`config.mk`:
```
export PLATFORM = sky130hd
export DESIGN_NAME = digit_scan_driver
export DESIGN_NICKNAME = d
export VERILOG_FILES = /design/src/rtl/digit_scan_driver.sv
export SDC_FILE = /design/constraint.sdc
export NUM_CORES = 1
export LEC_CHECK = 0
export BUFFER_PORTS_ARGS = -buffer_cell sky130_fd_sc_hd__buf_2
export CAP_MARGIN = 15
export CORE_MARGIN = 8
export CORE_UTILIZATION = 60
export DETAILED_ROUTE_END_ITERATION = 10
export PLACE_DENSITY = 0.79
export SLEW_MARGIN = 10
export SYNTH_ARGS = -nofsm -noshare
export SYNTH_HDL_FRONTEND = slang
export SYNTH_SLANG_ARGS = --single-unit
```
`constraint.sdc`:
```
create_clock -name clk -period 3.9 [get_ports clk]
set_input_delay 0.39 -clock clk [delete_from_list [all_inputs] [get_ports clk]]
set_output_delay 0.39 -clock clk [all_outputs]
set_load 0.01 [all_outputs]
```
`src/rtl/digit_scan_driver.sv`:
```
// ----------------------------------------------------------------------------
// digit_scan_driver
//
// Time-multiplexed N-digit display scanner. It takes a packed vector of digit
// codes from the counter/BCD logic and drives one digit at a time for a fixed
// dwell. The enables are one-hot, active-low, and an all-off blanking gap sits
// between digits to hide ghosting. The digit code is passed on to a 7-segment
// encoder. Leading zeros can be blanked without changing the frame timing.
//
// The input vector is captured once per frame, so a value that changes mid-scan
// never shows half old and half new digits.
//
// Parameters
//   NUM_DIGITS    digits scanned (index 0 = ones); at least 2
//   DIGIT_W       bits per digit code
//   REFRESH_DIV   clk cycles each digit is driven; at least 1
//   BLANK_CYCLES  clk cycles of all-off gap between digits; 0 = no gap
//
// Ports
//   clk          system clock, rising edge
//   rst_n        asynchronous active-low reset
//   en           scan enable; low = display dark, scanner idle
//   lz_suppress  1 = blank leading zero digits (digit 0 always shown)
//   digits_in    digit i at [i*DIGIT_W +: DIGIT_W]
//   digit_en_n   active-low digit enables, at most one bit low
//   digit_val    code of the currently enabled digit
//   digit_idx    index of the current (or, during a gap, just-finished) digit
//   frame_done   one-cycle pulse when a full scan wraps back to digit 0
// ----------------------------------------------------------------------------
module digit_scan_driver #(
  parameter  int NUM_DIGITS   = 3,
  parameter  int DIGIT_W      = 4,
  parameter  int REFRESH_DIV  = 100000,
  parameter  int BLANK_CYCLES = 16,
  localparam int IDX_W        = $clog2(NUM_DIGITS)
) (
  input  logic                          clk,
  input  logic                          rst_n,
  input  logic                          en,
  input  logic                          lz_suppress,
  input  logic [NUM_DIGITS*DIGIT_W-1:0] digits_in,
  output logic [NUM_DIGITS-1:0]         digit_en_n,
  output logic [DIGIT_W-1:0]            digit_val,
  output logic [IDX_W-1:0]              digit_idx,
  output logic                          frame_done
);

  // One counter serves both the dwell and the gap, so it is sized for the
  // longer of the two and is always cleared on entry to either phase.
  localparam int CNT_MAX = (REFRESH_DIV > BLANK_CYCLES) ? REFRESH_DIV : BLANK_CYCLES;
  localparam int CNT_W   = $clog2(CNT_MAX + 1);

  localparam int B_LAST_I = (BLANK_CYCLES > 0) ? BLANK_CYCLES - 1 : 0;

  localparam logic [CNT_W-1:0] DRIVE_LAST = CNT_W'(REFRESH_DIV - 1);
  localparam logic [CNT_W-1:0] GAP_LAST   = CNT_W'(B_LAST_I);
  localparam logic [IDX_W-1:0] LAST_IDX   = IDX_W'(NUM_DIGITS - 1);

  typedef enum logic [1:0] {
    S_IDLE,
    S_DRIVE,
    S_GAP
  } state_t;

  typedef logic [NUM_DIGITS-1:0][DIGIT_W-1:0] digit_vec_t;

  // Registered state
  state_t             state;
  logic [CNT_W-1:0]   cnt;
  digit_vec_t         snap;

  // Next-state values
  state_t             state_next;
  logic [CNT_W-1:0]   cnt_next;
  digit_vec_t         snap_next;
  logic [IDX_W-1:0]   idx_next;
  logic               frame_next;
  logic               step;

  // Next-output values
  logic [NUM_DIGITS-1:0] zero_from;
  logic                  run;
  logic                  suppress;
  logic [NUM_DIGITS-1:0] en_n_next;
  logic [DIGIT_W-1:0]    val_next;

  // --------------------------------------------------------------------------
  // Next-state logic
  // --------------------------------------------------------------------------
  always_comb begin
    // NOTE: every variable gets a default before the case so no path leaves
    // it unassigned; a missing default here would infer a latch.
    state_next = state;
    cnt_next   = cnt;
    snap_next  = snap;
    idx_next   = digit_idx;
    frame_next = 1'b0;
    step       = 1'b0;

    unique case (state)
      S_IDLE: begin
        if (en) begin
          state_next = S_DRIVE;
          snap_next  = digits_in;
          idx_next   = '0;
          cnt_next   = '0;
        end
      end

      S_DRIVE: begin
        if (cnt == DRIVE_LAST) begin
          if (BLANK_CYCLES > 0) begin
            state_next = S_GAP;
            cnt_next   = '0;
          end else begin
            step = 1'b1;
          end
        end else begin
          cnt_next = cnt + CNT_W'(1);
        end
      end

      S_GAP: begin
        if (cnt == GAP_LAST) begin
          step = 1'b1;
        end else begin
          cnt_next = cnt + CNT_W'(1);
        end
      end

      default: state_next = S_IDLE;
    endcase

    // Move on to the next digit; wrapping past the last digit starts a new
    // frame, which is the only point where the input vector is captured.
    if (step) begin
      state_next = S_DRIVE;
      cnt_next   = '0;
      if (digit_idx == LAST_IDX) begin
        idx_next   = '0;
        snap_next  = digits_in;
        frame_next = 1'b1;
      end else begin
        idx_next = digit_idx + IDX_W'(1);
      end
    end

    // Dropping the enable overrides any transition computed above.
    if (!en) begin
      state_next = S_IDLE;
      idx_next   = '0;
      cnt_next   = '0;
      frame_next = 1'b0;
    end
  end

  // --------------------------------------------------------------------------
  // Next-output logic, computed from the next state so outputs are registered
  // and line up with the state they describe.
  // --------------------------------------------------------------------------
  always_comb begin
    // zero_from[i] is set when digits i..NUM_DIGITS-1 of the frame are all zero.
    zero_from = '0;
    run       = 1'b1;
    for (int i = NUM_DIGITS - 1; i >= 0; i--) begin
      run          = run & (snap_next[i] == '0);
      zero_from[i] = run;
    end

    // A suppressed digit keeps its time slot with the enables all off, so the
    // brightness of the remaining digits does not depend on the value shown.
    suppress = lz_suppress && (idx_next != '0) && zero_from[idx_next];

    en_n_next = '1;
    for (int i = 0; i < NUM_DIGITS; i++) begin
      if ((state_next == S_DRIVE) && !suppress && (idx_next == IDX_W'(i))) begin
        en_n_next[i] = 1'b0;
      end
    end

    val_next = (state_next == S_IDLE) ? '0 : snap_next[idx_next];
  end

  // --------------------------------------------------------------------------
  // Registers
  // --------------------------------------------------------------------------
  // NOTE: sequential state uses non-blocking assignments so every register
  // samples the values from before the edge, independent of statement order.
  always_ff @(posedge clk or negedge rst_n) begin
    if (!rst_n) begin
      state      <= S_IDLE;
      cnt        <= '0;
      // NOTE: the snapshot is a small register bank, not a RAM, so resetting
      // it is cheap and keeps digit_val well defined after reset.
      snap       <= '0;
      digit_idx  <= '0;
      digit_en_n <= '1;
      digit_val  <= '0;
      frame_done <= 1'b0;
    end else begin
      state      <= state_next;
      cnt        <= cnt_next;
      snap       <= snap_next;
      digit_idx  <= idx_next;
      digit_en_n <= en_n_next;
      digit_val  <= val_next;
      frame_done <= frame_next;
    end
  end

  // Two digits lit at once would short segment drivers through the common pin.
  one_enable_max: assert property (
    @(posedge clk) disable iff (!rst_n) $countones(~digit_en_n) <= 1
  );

endmodule

```
-- After elaboration in Yosys (flattened, before gate mapping)
Index checks and enable logic that the tools add are counted.
- bits of input ports: 16
- logic and storage cells: 69
- register bits after elaboration: 41
- $lt $le $gt $ge: 1
- muxes and demuxes: 30
- reduce and logical (&&, ||, !) cells: 15
- $add $sub $neg: 2
- equal/unequal tests: 10
- bitwise gates (word level): 2
- operators with widths (cell ; number):
    2-to-1 mux 17 bit ; 4
    one-hot mux 17 bit (3 select lines) ; 1
    2-to-1 mux 12 bit ; 4
    adder 17 x 1 -> 17 bit (second input constant) ; 1
    equality test 17 bit (second input constant) ; 1
    equality test 17 x 4 -> 1 bit (second input constant) ; 1
    2-to-1 mux 2 bit ; 7
    zero test 4 bit ; 3
    2-to-1 mux 1 bit ; 9
    binary-select mux 4 bit (select 2 bit) ; 1
    2-to-1 mux 4 bit ; 2
    equality test 2 x 1 -> 1 bit (second input constant) ; 3
    equality test 2 bit (second input constant) ; 3
    logical AND 1 bit ; 6
    zero test 2 bit ; 3
    one-hot mux 2 bit (3 select lines) ; 1
    inequality test 5 x 1 -> 1 bit (second input constant) ; 1
    inequality test 4 bit (second input constant) ; 1
    < comparator 2 x 3 -> 1 bit (second input constant) ; 1
    adder 2 x 1 -> 2 bit (second input constant) ; 1
    AND 1 bit ; 2
    binary-select mux 1 bit (select 2 bit) ; 1
    AND reduction 2 bit ; 1
    nonzero test 2 bit ; 1
    zero test 1 bit ; 1

-- Logic depth before layout (Yosys ltp)
- word-level depth: 14
- mapped depth: 10
- mapped depth without buffers: 8

-- Worst setup path after synthesis
No wires, ideal clock.
- path kind: reg-to-reg
- from: register state[0]
- to: register digit_val[0]
- buffers on the path: 1
- required time: 3.761 ns
- arrival: 2.168 ns
- slack: 1.594 ns
- clock period less this slack: 2.306 ns
- library setup time: 0.139 ns
- cell stages (with the launch flop): 10
- cell sequence: dfrtp_1 inv_1 ha_1 nor4b_2 nand2_2 o41ai_4 buf_6 mux2i_1 a2bb2oi_1 a21oi_1
- longest elaborated chain between the ends: 7
- elaborated cells between the ends (all ways): 18
- classes of those cells: eq/ne (2); mux (14); reduce/logical (2)
- RTL lines (element ; line ; text):
    from (decl) ; 68 ; state_t state;
    from (signal assigned) ; 201 ; state <= state_next;
    equality test 2 bit / zero test 2 bit (equally long branches) ; 100 ; unique case (state)
    2-to-1 mux 1 bit (tied with other cells) ; n/a ;
    2-to-1 mux 2 bit / 2-to-1 mux 12 bit (equally long branches) ; 136, 139 ;
    2-to-1 mux 2 bit / 2-to-1 mux 12 bit (equally long branches) ; 149, 136 ;
    binary-select mux 4 bit (select 2 bit) ; 181 ; val_next = (state_next == S_IDLE) ? '0 : snap_next[idx_next];
    2-to-1 mux 4 bit (not written as such) ; 181 ;
    2-to-1 mux 4 bit (*) ; 181 ;
    named net val_next[0] ; 85 ; logic [DIGIT_W-1:0] val_next;
    to (signal assigned) ; 206 ; digit_val <= val_next;
    to (decl) ; 43 ; output logic [DIGIT_W-1:0] digit_val,
Mark *: on every way through the listed nets, which the timed path passes. The rest lies on a longest branch. The select of a mux whose other input is x is not followed.
A chain may end at the register's enable or synchronous reset.

==> results.yml <==
outcome:
  status: "finished clean"
critical_path:
  timing.rr.end: "digit_val[3]"
  critical_path_depth: 8
  required_ps: 4050
  cp_max_fo: 15
  r2r_start: "state[0]"
  crit_family: "compound AO/OA/AOI/OAI gates"
  reg2reg_slack_ps: 1010
  endpoint_kind: "flip-flop"
  path_buf_inv: 1
  slowest_delay_ps: 910
  critical_path_class: "reg2reg"
  worstSetupStartpoint: "state[0]"
  crit_slowest_cell: "o41ai_4"
  cp-start-kind: "flip-flop"
  crit_path_end: "digit_val[3]"
  arrival_ps: 3040
  rr_worst_depth: 8
  path_cells: "inv_1, ha_1, nor4b_2, nand2_2, o41ai_4, mux2_2, a2bb2oi_1, a21oi_1"
route:
  drt_first_pass_iters: 4
  drt_iter0_drc: 229
  drc: 0
  antenna_left: 0
  viasPerCell: 6.12
  wl_per_cell_um: 16.6
  routed_wl_um: 4840
  num_vias: 1780
placement:
  post-dp-hpwl_um: 3500
  gp_congestion: 0.810
  pre_cts_slack_ps: 1040
  place_inst: 283
  portBuffers: 25
sta:
  post-route-min-period_ps: 2890
  tns_ps: 0
  worst_pin_slew_ps: 1000
  rsz0062_at_grt: "no"
  fin_ws_ps: 1010
  drv_slew: 0
  relSlewSlack_pct: 32.8
  fin_crit_sh_pct: 74.1
  hold_violations: 0
  finClkSkew_ps: 4.87
  max_freq_mhz: 346
  setup_viol: 0
synthesis:
  ys_seq_area_share_pct: 45.4
  netlist_area_um2: 2270
  synth_top_area_share_pct: 41.9
  synth_area_leaders: "dfrtp_1 42%, mux2_2 4.5%, o21ai_0 3.5%"
  postSynthAreaPerCell_um2: 10.4
  syn-num-nets: 240
  synth_commonest_cells: "38 x dfrtp_1, 19 x nand2_1, 16 x o21ai_0"
  synthAdderAreaFrac_pct: 2.76
  synth.mux.area_fraction_pct: 8.22
  syn_inst: 219
  async_reset_ff_share_pct: 100
  synth_edf_count: 0
  ys_seq_elements: 41
  synth_compound_area_share_pct: 15.9
  yosysTopAreaCell: "dfrtp_1"
  synth.distinct_cells: 54
  synth_ff_type: "dfrtp_1"
  synth-xor-area-share_pct: 0.773
  synth_top_family_by_area: "simple AND/OR/NAND/NOR gates"
  yosysWarnings: 0
  synth-simple-area-share_pct: 21.9
  synth_most_common_cell: "dfrtp_1"
floorplanning:
  ios: 26
  die_w_um: 77.5
  die_h_um: 77.5
  start_util_pct: 61.9
  core_um2: 3660
  rows: 22
  dieArea_um2: 6000
cts:
  post_cts_resized: 0
  numCtsBuffers: 5
  clockRootBuffer: "clkbuf_8"
  clk_pin_slew_ps: 80
  cts_sinks: 41
  cts_tree: "built"
  clk_path_buf_depth: 2
  ctsHoldBuffers: 0
  clkLatencyLatePin_ps: 290
  postCtsSetupBuffers: 0
  htree_levels: 2
final_layout:
  layout.cells.non_filler: 291
  nets: 263
  num_antenna_cells: 0
  layout-drive-gt1-share_pct: 23.5
  synthToLayoutAreaGrowth_pct: 8.61
power:
  total_power_mw: 0.834
  ir_drop_uv: 246
  powerDensity_nw_per_um2: 339
  p_leak_nw: 1.13
global_routing:
  grt_pass1_wl_um: 8320
  grt_pass1_vias: 1791
  grt_usage_pct: 16.9
  overflow: 0
  grt_start_max_net_pins: 42
  antenna_found_initial: 0
min_path:
  hold_path_class: "in2async"
flow_run:
  drv_cap: 0
## cells by family (layout without fill, tap and decap cells)
logic type	after synthesis	in the layout
DFF	41	41
and+or+nand+nor	84	84
AOI/OAI and AO/OA	51	51
buffers and inverters	19	43
xor gates and xnor gates	2	2
muxes	17	17
adders and majority gates	5	5
## metal layers
metal  part of all wire (%)  wire length (um)  vias to the layer above  GRT usage, %
met5                      0                 0                        -             0
met4                    1.8                85                        0          6.23
met3                    5.3               259                        9          4.95
met2                     47              2300                       46          27.2
met1                     45              2200                      882          21.0
li1                       -                 -                      843             -
## flip-flops by register name (all words and copies together) (netlist names)
register    count
digit_en_n      3
cnt            17
frame_done      1
digit_idx       2
digit_val       4
state           2
snap           12
## worst min-delay path by stage
stage             from      end  slack (ps)  cells after the start
2_1_floorplan    rst_n   cnt[0]          90                      0
3_3_place_gp   snap[2]  snap[2]         480                      1
3_5_place_dp   snap[0]  snap[0]         490                      1
4_1_cts          rst_n   cnt[2]         250                      1
5_1_grt          rst_n  snap[1]         310                      1
6_report         rst_n   cnt[2]         220                      1
## layout make-up
type	instances	area, um^2
clock buffer	5	68.8
clock inverter	3	17.5
fill	297	1200
inverter	10	37.5
multi-input combinational	159	1120
sequential	41	1030
tap	48	60.1
timing repair buffer	25	125
## metrics by stage
stage	hold slack (ps)	utilization [%]	area (um^2)
floorplan	94.4	-	2270
global placement	485	64.9	2380
detailed placement	488	64.9	2380
CTS	249	67.3	2460
global route	309	67.3	2460
finish	218	67.3	2460
## worst register-to-register path, stage by stage, from the launching register on
cell and delay [ps]:
dfrtp_1 420, inv_1 120, ha_1 210, nor4b_2 240
nand2_2 180, o41ai_4 910, mux2_2 430, a2bb2oi_1 140
a21oi_1 90
## cell usage in the layout, fill, tap and decap left out, types with 3 or more instances in the layout
cell type and count:
a21o_1 6, a21oi_1 8, a22o_1 3, a2bb2oi_1 4
a31oi_1 3, and2_1 3, and3_1 7, buf_2 25
clkbuf_8 5, dfrtp_1 38, dfstp_2 3, ha_1 5
inv_1 10, mux2_2 9, mux2i_1 7, nand2_1 19
nand3_1 9, nor2_1 8, nor2b_1 3, nor3_1 9
nor3b_1 4, nor4_1 5, o21a_1 3, o21ai_0 16
## power breakdown
group | internal, mW | switching, mW
Clock | 0.123 | 0.147
Sequential | 0.451 | 0.0113
Combinational | 0.0438 | 0.0575
(Power assumes the default switching activity.)
